--- src/rtl/dmem_arbiter.sv ---
// Two-port round-robin arbiter and sequencer for the 128x32 single-port data SRAM.
// Every output is a register, and only one SRAM access is in flight at a time.
module dmem_arbiter #(
    parameter int RD_LAT = 1
) (
    input  logic        clk,
    input  logic        rst,
    input  logic        p0_req,
    input  logic        p0_we,
    input  logic [6:0]  p0_addr,
    input  logic [31:0] p0_wdata,
    output logic        p0_ready,
    output logic [31:0] p0_rdata,
    input  logic        p1_req,
    input  logic        p1_we,
    input  logic [6:0]  p1_addr,
    input  logic [31:0] p1_wdata,
    output logic        p1_ready,
    output logic [31:0] p1_rdata,
    output logic        CEN,
    output logic        WEN,
    output logic        OEN,
    output logic [6:0]  A,
    output logic [31:0] Data2Mem,
    input  logic [31:0] ReadDataMem
);
    typedef enum logic [1:0] {IDLE, ACCESS, WAIT, RESP} state_t;

    localparam logic [1:0] CNT_INIT = (RD_LAT > 0) ? 2'(RD_LAT - 1) : 2'd0;

    state_t      state, state_d;
    logic        last_grant, last_d;
    logic        we_r, we_d;
    logic [1:0]  cnt, cnt_d;
    logic        cen_d, wen_d, oen_d;
    logic [6:0]  a_d;
    logic [31:0] wdata_d, rd0_d, rd1_d;
    logic        done, sel, sel_we;

    always_comb begin
        state_d = state;
        last_d  = last_grant;
        we_d    = we_r;
        cnt_d   = cnt;
        cen_d   = CEN;
        wen_d   = WEN;
        oen_d   = OEN;
        a_d     = A;
        wdata_d = Data2Mem;
        rd0_d   = p0_rdata;
        rd1_d   = p1_rdata;
        done    = 1'b0;
        sel     = 1'b0;
        sel_we  = 1'b0;
        case (state)
            IDLE: begin
                cen_d = 1'b1;
                wen_d = 1'b1;
                oen_d = 1'b1;
                if (p0_req || p1_req) begin
                    // A tie goes to the port that did not win last time.
                    sel     = (p0_req && p1_req) ? ~last_grant : p1_req;
                    sel_we  = sel ? p1_we : p0_we;
                    last_d  = sel;
                    we_d    = sel_we;
                    a_d     = sel ? p1_addr : p0_addr;
                    wdata_d = sel ? p1_wdata : p0_wdata;
                    cen_d   = 1'b0;
                    wen_d   = ~sel_we;
                    oen_d   = sel_we;
                    state_d = ACCESS;
                end
            end
            ACCESS: begin
                cen_d = 1'b1;
                if (we_r) begin
                    wen_d = 1'b1;
                    done  = 1'b1;
                end else if (RD_LAT == 0) begin
                    done = 1'b1;
                end else begin
                    cnt_d   = CNT_INIT;
                    state_d = WAIT;
                end
            end
            WAIT: begin
                if (cnt == 2'd0) done = 1'b1;
                else             cnt_d = cnt - 2'd1;
            end
            RESP:    state_d = IDLE;
            default: state_d = IDLE;
        endcase
        // Completion: read data is captured on the same edge that enters RESP.
        if (done) begin
            state_d = RESP;
            oen_d   = 1'b1;
            if (!we_r) begin
                if (last_grant) rd1_d = ReadDataMem;
                else            rd0_d = ReadDataMem;
            end
        end
    end

    always_ff @(posedge clk or posedge rst) begin
        if (rst) begin
            state      <= IDLE;
            last_grant <= 1'b1;
            we_r       <= 1'b0;
            cnt        <= 2'd0;
            CEN        <= 1'b1;
            WEN        <= 1'b1;
            OEN        <= 1'b1;
            A          <= 7'd0;
            Data2Mem   <= 32'd0;
            p0_ready   <= 1'b0;
            p1_ready   <= 1'b0;
            p0_rdata   <= 32'd0;
            p1_rdata   <= 32'd0;
        end else begin
            state      <= state_d;
            last_grant <= last_d;
            we_r       <= we_d;
            cnt        <= cnt_d;
            CEN        <= cen_d;
            WEN        <= wen_d;
            OEN        <= oen_d;
            A          <= a_d;
            Data2Mem   <= wdata_d;
            p0_ready   <= done & ~last_grant;
            p1_ready   <= done & last_grant;
            p0_rdata   <= rd0_d;
            p1_rdata   <= rd1_d;
        end
    end
endmodule
--- config.mk ---
export PLATFORM = sky130hd
export DESIGN_NAME = dmem_arbiter
export DESIGN_NICKNAME = d
export VERILOG_FILES = /design/src/rtl/dmem_arbiter.sv
export SDC_FILE = /design/constraint.sdc
export NUM_CORES = 1
export LEC_CHECK = 0
export ABC_AREA = 1
export CAP_MARGIN = 5
export CELL_PAD_IN_SITES_DETAIL_PLACEMENT = 0
export CELL_PAD_IN_SITES_GLOBAL_PLACEMENT = 1
export CORE_MARGIN = 2
export CORE_UTILIZATION = 48
export DETAILED_ROUTE_END_ITERATION = 8
export DONT_BUFFER_PORTS = 1
export GPL_ROUTABILITY_DRIVEN = 0
export GPL_TIMING_DRIVEN = 0
export PLACE_DENSITY_LB_ADDON = 0.1
export SYNTH_ARGS = -nofsm -noshare
export SYNTH_HDL_FRONTEND = slang
export SYNTH_SLANG_ARGS = --single-unit
--- constraint.sdc ---
create_clock -name clk -period 6.8 [get_ports clk]
set_input_delay 1.7 -clock clk [delete_from_list [all_inputs] [get_ports clk]]
set_output_delay 1.7 -clock clk [all_outputs]
set_load 0.05 [all_outputs]
Word-level counts from Yosys, hierarchy flattened
Index checks and enable logic that the tools add are counted.
Widths: inputs -> output; s select.
{"block": "totals", "regBits": 114, "wordCells": 63}
{"block": "classes", "bitwise": 5, "n_addsub": 1, "n_reduce_logical": 14, "muxes": 22, "eq_ne": 8}
{"op": "$mux 32", "count": 1}
{"op": "$reduce_and 3->1", "count": 4}
{"op": "$mux 1", "count": 10}
{"op": "$mux 2", "count": 5}
{"op": "$mux 7", "count": 1}
{"op": "$ne 2x2->1 const B", "count": 3}
{"op": "$ne 3x3->1 const B", "count": 2}
{"op": "$pmux 1 s2", "count": 3}
{"op": "$pmux 2 s3", "count": 1}
{"op": "$reduce_bool 2->1", "count": 3}
{"op": "$eq 2x2->1 const B", "count": 2}
{"op": "$logic_not 2->1", "count": 2}
{"op": "$pmux 2 s2", "count": 1}
{"op": "$reduce_and 2->1", "count": 2}
{"op": "$reduce_bool 4->1", "count": 1}
{"op": "$not 1->1", "count": 3}
{"op": "$and 1x1->1", "count": 2}
{"op": "$eq 2x1->1 const B", "count": 1}
{"op": "$sub 2x1->2 const B", "count": 1}
{"op": "$logic_and 1x1->1", "count": 1}
{"op": "$logic_or 1x1->1", "count": 1}

Depth between registers and ports, before layout
{"block": "logic_depth", "depth_word": 6, "ltp_mapped": 9, "mapped_depth_nobuf": 9}

Least setup slack after synthesis
No wires, ideal clock.
{"block": "synth_path", "path_type": "input-to-reg", "from": "input port p0_req", "to": "register Data2Mem[0]", "n_path_buf": 2, "cell_stages": 8, "slack_ps": 4334, "arrival_ps": 2344, "path_cell_list": "inv_1 nand2_2 nand2_4 inv_2 buf_4 buf_6 o21ai_2 o21ai_1"}
{"block": "synth_between", "elab_chain_len": 3, "elab_cells_between_ends": 5}
{"element": "start, declared", "line": "8", "source": "input logic p0_req,"}
{"element": "$logic_and 1x1->1", "line": "62", "source": "sel = (p0_req && p1_req) ? ~last_grant : p1_req;"}
{"element": "$mux 1", "line": "62"}
{"element": "$mux 32", "line": "67", "source": "wdata_d = sel ? p1_wdata : p0_wdata;"}
{"element": "end signal, assigned", "line": "128", "source": "Data2Mem <= wdata_d;"}
{"element": "end, declared", "line": "24", "source": "output logic [31:0] Data2Mem,"}
Several ways; a longest one is shown, not always the timed one.
A chain may end at the register's enable or synchronous reset.

Worst setup path after layout
{"block": "layout_path", "from": "register OEN", "to": "output port OEN"}
{"element": "start, declared", "line": "22", "source": "output logic OEN,"}
{"element": "start signal, assigned", "line": "126", "source": "OEN <= oen_d;"}
No word-level cell between the ends.

==> flow_metrics.py <==
metrics = {
    "run_status": {
        "status": "complete, no violations",
    },
    "drt": {
        "drt_wl_total_mm": 12.3,
        "vias_per_cell": 5.26,
        "drt-initial-drc-count": 137,
        "post_drt_wl_per_cell_um": 17.9,
        "vias": 3635,
        "drc": 0,
        "final_antenna_net_count": 0,
        "firstDrtPassIters": 4,
    },
    "clock_network": {
        "clk_pin_slew_ns": 0.05,
        "cts_root_buf": "clkbuf_8",
        "clk_latency_ns": 0.51,
        "ctsHoldBuffers": 0,
        "clk_path_buf_depth": 2,
        "cts_num_sinks": 114,
        "cts_tree": "built",
        "cts_resized": 0,
        "htree_levels": 4,
        "cts_setup_buffers": 0,
        "cts_buffers": 17,
    },
    "logic_synthesis": {
        "postSynthAreaPerCell_um2": 9.14,
        "yosysWarnings": 0,
        "synth_top_area_share_pct": 57.4,
        "ys_top_cells_by_count": "122 x nand2_1, 118 x o21ai_0, 110 x dfrtp_1",
        "synthesis.area_um2": 4800,
        "syn_nets": 647,
        "ys_types": 21,
        "synthTopCellsByArea": "dfrtp_1 57%, o21ai_0 12%, nand2_1 9.5%",
        "synth_area_leader_cell": "dfrtp_1",
        "ys_ff_latch": 114,
        "synth_ff_type": "dfrtp_1",
        "yosysMostFrequentCell": "nand2_1",
        "synthArstFlopShare_pct": 100,
        "syn_inst": 525,
        "synth-edff-count": 0,
        "ys_seq_area_share_pct": 59.6,
    },
    "critical_path": {
        "crit_type": "flop to output pin",
        "endpoint_kind": "output pin",
        "crit_fanout": 2,
        "worst_setup_path_start_kind": "flop",
        "critical_path_required_ns": 5.10,
        "worstPathArrival_ns": 1.20,
    },
    "floorplanning": {
        "die_h_um": 104,
        "io_pins": 224,
        "die_w_um": 104,
        "initial_core_util_pct": 49.3,
        "die_area_um2": 10800,
        "coreArea_um2": 9730,
        "rows": 36,
    },
    "sta": {
        "finalHoldViolCount": 0,
        "min_period_ns": 2.90,
        "fmax_mhz": 345,
        "setup_viol": 0,
        "maxSlewViolCount": 0,
        "setup_tns_ns": 0,
        "max_slew_margin_pct": 60.2,
        "finalCritPeriodShare_pct": 42.6,
        "rsz0062_at_grt": "false",
        "worstMarginPinSlew_ns": 0.597,
        "clock_skew_ns": 0.00868,
    },
    "placed_design": {
        "dp_hpwl_mm": 9.06,
        "portBuffers": 0,
    },
    "job": {
        "cap_violations": 0,
    },
    "finish": {
        "area_growth_pct": 15.9,
        "fin_util_pct": 57.1,
        "diodes": 0,
        "nets": 667,
        "drive_gt1_share_pct": 13.8,
        "nFillCells": 924,
    },
    "grt": {
        "grt_max_degree": 69,
        "grtUsageMet2_pct": 39.8,
        "antenna_found_initial": 0,
        "top_usage_layer": "met2",
        "gr-usage-met3_pct": 11.7,
        "grt-ovfl-total": 0,
        "grt_pass1_wl_mm": 20.0,
        "use_met1_pct": 26.4,
        "track_usage_pct": 23.8,
        "first_global_vias": 3776,
    },
    "worst_hold_path": {
        "holdCritPathClass": "flop to flop",
    },
}
==> registers in the layout, summed over array words and instances, names as in the netlist <==
signal      cells
A               7
CEN             1
Data2Mem       32
OEN             1
WEN             1
cnt             2
last_grant      1
p0_rdata       32
p0_ready        1
p1_rdata       32
p1_ready        1
state           2
we_r            1
==> path summary, 6_finish.rpt <==
kind	from	end	slack (ns)	cells past startpoint
hold reg to reg	cnt[1]$_DFFE_PP0P_	cnt[1]$_DFFE_PP0P_	0.55	2
min in group asynchronous	rst	Data2Mem[17]$_DFFE_PP0P_	1.14	1
setup / recovery	OEN$_DFFE_PP1P_	OEN	3.90	0
max in group asynchronous	rst	p1_rdata[5]$_DFFE_PP0P_	4.92	2
setup reg to reg	state[0]$_DFFE_PP0P_	p1_rdata[13]$_DFFE_PP0P_	5.03	6
hold / removal	cnt[1]$_DFFE_PP0P_	cnt[1]$_DFFE_PP0P_	0.55	2
==> area by class of cell <==
cell class,instances,area [µm²],area share (%)
inverters,47,179,3.22
well taps,133,166,2.99
multi-input cells,336,1610,28.9
plain buffers,28,155,2.79
clock inverters,12,140,2.52
clock buffers,20,425,7.65
repair buffers,1,27.5,0.495
flip-flops and latches,114,2860,51.4
==> cell usage in the layout (no fill, tap or decap), types with 3 or more instances in the layout <==
| cell type | Yosys | final |
|---|---|---|
| buf_2 | 13 | 13 |
| buf_6 | 3 | 3 |
| bufinv_16 | 0 | 3 |
| clkbuf_1 | 5 | 8 |
| clkbuf_16 | 0 | 16 |
| clkbuf_2 | 6 | 6 |
| clkinv_2 | 0 | 7 |
| dfrtp_1 | 110 | 110 |
| dfstp_2 | 4 | 4 |
| ha_1 | 6 | 6 |
| inv_1 | 45 | 44 |
| nand2_1 | 122 | 122 |
| nand2_2 | 3 | 3 |
| nand3_1 | 4 | 4 |
| nor2_1 | 45 | 45 |
| o21ai_0 | 118 | 118 |
| o21ai_1 | 22 | 22 |
| o21ai_2 | 10 | 10 |
==> metal layers <==
layer,wire [µm],vias to the layer above
met5,0,-
met4,198,0
met3,1310,15
met2,6040,183
met1,4780,1712
li1,-,1725
==> per-stage QoR <==
step	setup WS (ns)	std cells	hold slack (ns)	instance area, µm²
6_report	3.90	691	0.550	5560
3_5_place_dp	4.10	659	0.543	4990
2_1_floorplan	2.09	525	0.494	4800
3_3_place_gp	0.954	658	0.531	4960
5_1_grt	3.87	691	0.583	5560
4_1_cts	3.86	691	0.550	5560
==> worst min-delay path, cell delays in order, from the launching register on <==
cell and delay [ns]:
dfrtp_1 0.35, inv_1 0.07, o22ai_1 0.08
==> cell families (layout without fill, tap and decap cells) <==
family / after synthesis / count (layout) / share of synthesized area (%)
AND/OR/NAND/NOR: 178 / 178 / 15.2
AO/OA/AOI/OAI: 152 / 152 / 16.7
flip-flops: 114 / 114 / 59.6
buffers and inverters: 75 / 108 / 6.91
adder cells (fa/ha/maj): 6 / 6 / 1.56
Power is left out: the tool's default activity adds up to more than one toggle a clock period on the data nets, which glitch-free logic cannot reach.
